<file path="src/rtl/segway_auth_pkg.sv">
// Shared types and constants for the Segway power-authorization receiver.
package segway_auth_pkg;
  typedef enum logic [1:0] {OFF, PWR1, PWR2} auth_state_t;
  typedef enum {IDLE, RECV} rx_state_t;

  localparam logic [7:0] CMD_GO        = 8'h47;
  localparam logic [7:0] CMD_STOP      = 8'h53;
  localparam int         BAUD_DIV_DFLT = 2604;
endpackage

</file>
<file path="src/rtl/uart_rx_core.sv">
// 8N1 UART receiver: RX synchronizer, baud/bit counters, right shifter.
// Stop-bit checking is enabled by SEG_AUTH_FRMERR_EN.
module uart_rx_core
  import segway_auth_pkg::*;
#(
  parameter int BAUD_DIV = BAUD_DIV_DFLT
) (
  input  logic       clk,
  input  logic       rst_n,
  input  logic       RX,
  input  logic       clr_rdy,
  output logic [7:0] rx_data,
  output logic       rdy,
  output logic       frm_err
);
  localparam int CW = $clog2(BAUD_DIV + 1);
  localparam logic [CW-1:0] HALF = CW'(BAUD_DIV >> 1);
  localparam logic [CW-1:0] FULL = CW'(BAUD_DIV - 1);

  rx_state_t     state;
  logic          rx_meta, rx_sync, rx_prev;
  logic [CW-1:0] baud_cnt;
  logic [3:0]    bit_cnt;
  logic [7:0]    shift;
  logic          start_edge, stop_ok;

  assign start_edge = rx_prev & ~rx_sync;

`ifdef SEG_AUTH_FRMERR_EN
  logic stop_tick;
  assign stop_tick = (state == RECV) && (baud_cnt == '0) && (bit_cnt == 4'd9);
  assign stop_ok   = rx_sync;

  always_ff @(posedge clk or negedge rst_n) begin
    if (!rst_n)         frm_err <= 1'b0;
    else if (stop_tick) frm_err <= ~rx_sync;
  end
`else
  assign stop_ok = 1'b1;
  assign frm_err = 1'b0;
`endif

  always_ff @(posedge clk or negedge rst_n) begin
    if (!rst_n) begin
      rx_meta  <= 1'b1;
      rx_sync  <= 1'b1;
      rx_prev  <= 1'b1;
      state    <= IDLE;
      baud_cnt <= '0;
      bit_cnt  <= '0;
      shift    <= '0;
      rx_data  <= '0;
      rdy      <= 1'b0;
    end else begin
      rx_meta <= RX;
      rx_sync <= rx_meta;
      rx_prev <= rx_sync;
      if (clr_rdy) rdy <= 1'b0;
      case (state)
        IDLE: if (start_edge) begin
          state    <= RECV;
          baud_cnt <= HALF;
          bit_cnt  <= '0;
          rdy      <= 1'b0;
        end
        RECV: begin
          if (baud_cnt != '0) begin
            baud_cnt <= baud_cnt - 1'b1;
          end else begin
            baud_cnt <= FULL;
            bit_cnt  <= bit_cnt + 1'b1;
            // sample 0 = start bit, 1..8 = data LSB first, 9 = stop bit
            if (bit_cnt == 4'd0) begin
              if (rx_sync) state <= IDLE;
            end else if (bit_cnt < 4'd9) begin
              shift <= {rx_sync, shift[7:1]};
            end else begin
              state <= IDLE;
              if (stop_ok) begin
                rx_data <= shift;
                rdy     <= 1'b1;
              end
            end
          end
        end
        default: state <= IDLE;
      endcase
    end
  end
endmodule

</file>
<file path="src/rtl/segway_auth_rx.sv">
// UART command receiver plus power-authorization FSM for the Segway.
// Optional stop-bit error reporting: define SEG_AUTH_FRMERR_EN.
module segway_auth_rx
  import segway_auth_pkg::*;
#(
  parameter int BAUD_DIV = BAUD_DIV_DFLT
) (
  input  logic       clk,
  input  logic       rst_n,
  input  logic       RX,
  input  logic       rider_off,
  output logic       pwr_up,
  output logic [7:0] rx_data,
  output logic       rx_rdy,
  output logic       frm_err
);
  auth_state_t state, state_nxt;
  logic        consume;

  // The byte is consumed on the edge after rx_rdy rises, which also clears rx_rdy.
  assign consume = rx_rdy;

  uart_rx_core #(.BAUD_DIV(BAUD_DIV)) u_rx (
    .clk     (clk),
    .rst_n   (rst_n),
    .RX      (RX),
    .clr_rdy (consume),
    .rx_data (rx_data),
    .rdy     (rx_rdy),
    .frm_err (frm_err)
  );

  always_ff @(posedge clk or negedge rst_n) begin
    if (!rst_n) begin
      state  <= OFF;
      pwr_up <= 1'b0;
    end else begin
      state  <= state_nxt;
      pwr_up <= (state_nxt != OFF);
    end
  end

  always_comb begin
    state_nxt = state;
    case (state)
      OFF:  if (consume && rx_data == CMD_GO) state_nxt = PWR1;
      PWR1: if (consume && rx_data == CMD_STOP) state_nxt = rider_off ? OFF : PWR2;
      PWR2: begin
        // waiting for the rider to step off; a fresh GO cancels the power-down
        if (consume && rx_data == CMD_GO) state_nxt = PWR1;
        else if (rider_off)               state_nxt = OFF;
      end
      default: state_nxt = OFF;
    endcase
  end
endmodule
</file>
<file path="config.mk">
export PLATFORM = sky130hd
export DESIGN_NAME = segway_auth_rx
export DESIGN_NICKNAME = d
export VERILOG_FILES = /design/src/rtl/segway_auth_pkg.sv /design/src/rtl/uart_rx_core.sv /design/src/rtl/segway_auth_rx.sv
export SDC_FILE = /design/constraint.sdc
export NUM_CORES = 1
export LEC_CHECK = 0
export BUFFER_PORTS_ARGS = -buffer_cell sky130_fd_sc_hd__buf_2
export CAP_MARGIN = 10
export CORE_MARGIN = 2
export CORE_UTILIZATION = 30
export CTS_CLUSTER_DIAMETER = 150
export DETAILED_ROUTE_END_ITERATION = 12
export HOLD_SLACK_MARGIN = 0.08
export PLACE_DENSITY_LB_ADDON = 0.08
export SETUP_SLACK_MARGIN = 0.15
export SLEW_MARGIN = 15
export SYNTH_ARGS = -nofsm -noshare
export SYNTH_HDL_FRONTEND = slang
export SYNTH_SLANG_ARGS = --single-unit
</file>
<file path="constraint.sdc">
create_clock -name clk -period 1.8 [get_ports clk]
set_input_delay 0.18 -clock clk [delete_from_list [all_inputs] [get_ports clk]]
set_output_delay 0.18 -clock clk [all_outputs]
set_load 0.005 [all_outputs]
</file>
==> flow_summary.json <==
{
  "status": "complete, but fails checks",
  "failed_checks": "setup timing",
  "insertedDiodeCount": 0,
  "post_synth_cell_types": 40,
  "synth_seq_cells": 40,
  "fp-row-count": 28,
  "buffers_plus_inverters_on_the_worst_setup_path": 1,
  "clock_tree.htree_level_count": 2,
  "dominantRegCellSynth": "dfrtp_1",
  "wirelength_mm": 4.09,
  "synth.area.top_cells": "dfrtp_1 51%, mux2_2 9.8%, dfstp_2 4.3%, ha_1 2.7%, o31ai_1 2.5%",
  "clock_sinks": 40,
  "critical_path.startpoint": "u_rx.baud_cnt[10]",
  "synthDominantAreaCellType": "dfrtp_1",
  "synthCells": 156,
  "power-per-cell-area_mw_per_mm2": 1180,
  "cp_slowest_stage_delay_ns": 0.41,
  "finalHoldViolCount": 0,
  "cts-root-buf": "clkbuf_8",
  "finish.net_count": 215,
  "clock_path_buffers": 2,
  "routedWlPerCell_um": 14.5,
  "path_max_fanout": 9,
  "post-synth-top-area-fraction_pct": 50.6,
  "timing.critical_path.max_delay_family": "simple AND/OR/NAND/NOR gates",
  "async_flop_share_pct": 100,
  "die-height_um": 82.1,
  "cpMaxStageDelayCell": "or3_4",
  "slew_headroom_pct": 65.8,
  "numPortBuffers": 13,
  "die-width_um": 82.1,
  "fillers": 561,
  "drt-initial-drc-count": 40,
  "peakVddDrop_mv": 0.548,
  "worstPathCellList": "or3_4 -> nor4b_4 -> and3_4 -> buf_12 -> mux2_4",
  "critical_path.startpoint_type": "flop",
  "floorplan.initialDensity_pct": 30.9,
  "setup_viol_count_final": 18,
  "synth_edf_count": 0,
  "clock_tree_from_tritoncts": "yes",
  "drt_drc_violations_left": 0,
  "post_synth_top_cells": "37 x dfrtp_1, 16 x mux2_2, 9 x nand2_1, 8 x a21oi_1, 8 x inv_1",
  "drt_pass1_iterations": 4,
  "critPathRequiredTime_ns": 1.99,
  "synth.net_count": 164,
  "rsz0062_at_grt": "true",
  "post_route_total_power_uw": 2990,
  "tightest_slew_ns": 0.513,
  "drive_gt1_share_pct": 45.7,
  "syn-mean-instance-area_um2": 11.7,
  "clk_transition_reported_paths_ns": 0.08,
  "top_level_i_o_count": 15,
  "total_die_area_mm2": 0.00674,
  "worst_slack_ns": -0.0639,
  "grt_pass1_wl_mm": 6.70,
  "post_synth_instance_area_mm2": 0.00183,
  "total_count_of_max_transition_violations_in_the_final_report": 0,
  "yosysSeqAreaShare_pct": 54.9,
  "static-leakage-power_uw": 0.00119,
  "grt.overflow.total": 0,
  "finalWeightedCongestion": 0.800,
  "via_per_inst": 4.90,
  "timing.rr.start": "u_rx.baud_cnt[10]",
  "final.setup_skew_ns": 0.00507,
  "cp-end-kind": "flop",
  "min_path_type": "in -> reg",
  "period_needed_ns": 1.86,
  "final_min_period_over_clock_period_pct": 104,
  "dp_hpwl_mm": 2.89,
  "maximum_capacitance_violations": 0,
  "grt_util_all_layers_pct": 13.3,
  "numCtsBuffers": 5,
  "grt_start_max_net_pins": 41,
  "antenna_found_initial": 0,
  "antenna_left": 0,
  "critPathKind": "reg -> reg",
  "worst-endpoint-arrival_ns": 2.05,
  "count_leader_synth": "dfrtp_1",
  "total_number_of_vias": 1386,
  "coreArea_mm2": 0.00592,
  "layout-area-overhead-vs-synth_pct": 38.1,
  "yosys_warnings": 0,
  "timing.fmax_mhz": 537,
  "final_util_pct": 42.7,
  "timing.hold.worst.start": "rider_off",
  "insertion_delay_to_the_later_sink_of_the_worst_skew_pair_ns": 0.29,
  "first_global_vias": 1432
}
sequential cells by signal, summed over array words and instances, names as in the netlist:
register / count
u_rx.rdy: 1
u_rx.bit_cnt: 4
u_rx.rx_meta: 1
state: 2
u_rx.rx_sync: 1
pwr_up: 1
u_rx.baud_cnt: 12
u_rx.shift: 8
u_rx.rx_data: 8
u_rx.state: 1
u_rx.rx_prev: 1
layer usage:
metal	global-route usage [%]	share of wire (%)	vias to the layer above	wire length (um)
met5	0	0	-	0
met4	5.00	1.2	0	51
met1	16.5	46	691	1880
li1	-	-	672	-
met3	3.59	3.2	5	129
met2	22.2	49	18	2020
timing repair:
action	4_1_cts	5_1_grt
setup buffers	6	5
endpoints found under the hold margin	38	0
resized for setup	17	17
setup endpoints to repair	26	31
hold buffers	2	0
cloned	0	0
pin swaps	3	4
cell families (layout without fill, tap and decap cells):
group / Yosys count / count (layout) / synth area share, %
AO/OA/AOI/OAI: 33 / 33 / 12.0
XOR/XNOR: 4 / 4 / 1.91
adder cells (fa/ha/maj): 4 / 4 / 2.73
buffers and inverters: 12 / 64 / 3.14
flip-flops: 40 / 40 / 54.9
multiplexers: 17 / 17 / 10.4
other: 1 / 1 / 0.205
AND/OR/NAND/NOR: 45 / 45 / 14.7
final timing paths:
check | end | slack (ns) | cells past startpoint
worst min register to register | u_rx.rx_sync | 0.36 | 0
worst max-delay path | u_rx.rx_data[7] | -0.06 | 5
max in group asynchronous | u_rx.rx_sync | 0.95 | 3
worst min-delay path | state[1] | 0.11 | 2
worst max register to register | u_rx.rx_data[7] | -0.06 | 5
min in group asynchronous | pwr_up | 0.48 | 3
cells in the final DEF (no fill, tap or decap), types with 3 or more instances in the layout:
master / instances
xor2_1: 3
nand2b_1: 6
inv_1: 6
dfstp_2: 3
mux2_2: 7
a21oi_1: 4
dfrtp_1: 37
ha_1: 3
nand3_1: 3
buf_2: 13
o21ai_1: 3
o21ai_0: 3
nor3_1: 4
clkbuf_8: 5
buf_4: 27
nand2_1: 7
buf_6: 5
mux2_4: 9
a21oi_2: 4
nor2_1: 6
o31ai_1: 5
power by group:
group / total [uW] / switching (uW) / internal (uW)
Clock: 749 / 332 / 418
Combinational: 1060 / 498 / 566
Sequential: 1180 / 124 / 1050
Total: 2990 / 954 / 2040
stage by stage:
step                setup TNS, ns  cell area (um2)  setup WS [ns]  instances  hold WS, ns
detailed placement          -1.61             2180         -0.110        262        0.273
global placement            -1.17             2180        -0.0854        262        0.263
finish                     -0.755             2530        -0.0639        283        0.113
CTS                        -0.676             2420        -0.0604        278        0.100
global route                -2.34             2530         -0.143        283        0.103
floorplan                   -1.17             1870         -0.146        156       -0.116
layout make-up:
| class | count | area [um2] | share of cell area, % |
|---|---|---|---|
| Clock buffer | 5 | 68.8 | 2.72 |
| Clock inverter | 3 | 47.5 | 1.88 |
| Sequential cell | 40 | 1000 | 39.8 |
| Tap cell | 75 | 93.8 | 3.71 |
| Timing Repair Buffer | 48 | 364 | 14.4 |
| Multi-Input combinational cell | 104 | 918 | 36.3 |
| Inverter | 8 | 30.0 | 1.19 |
(Power assumes the default switching activity.)
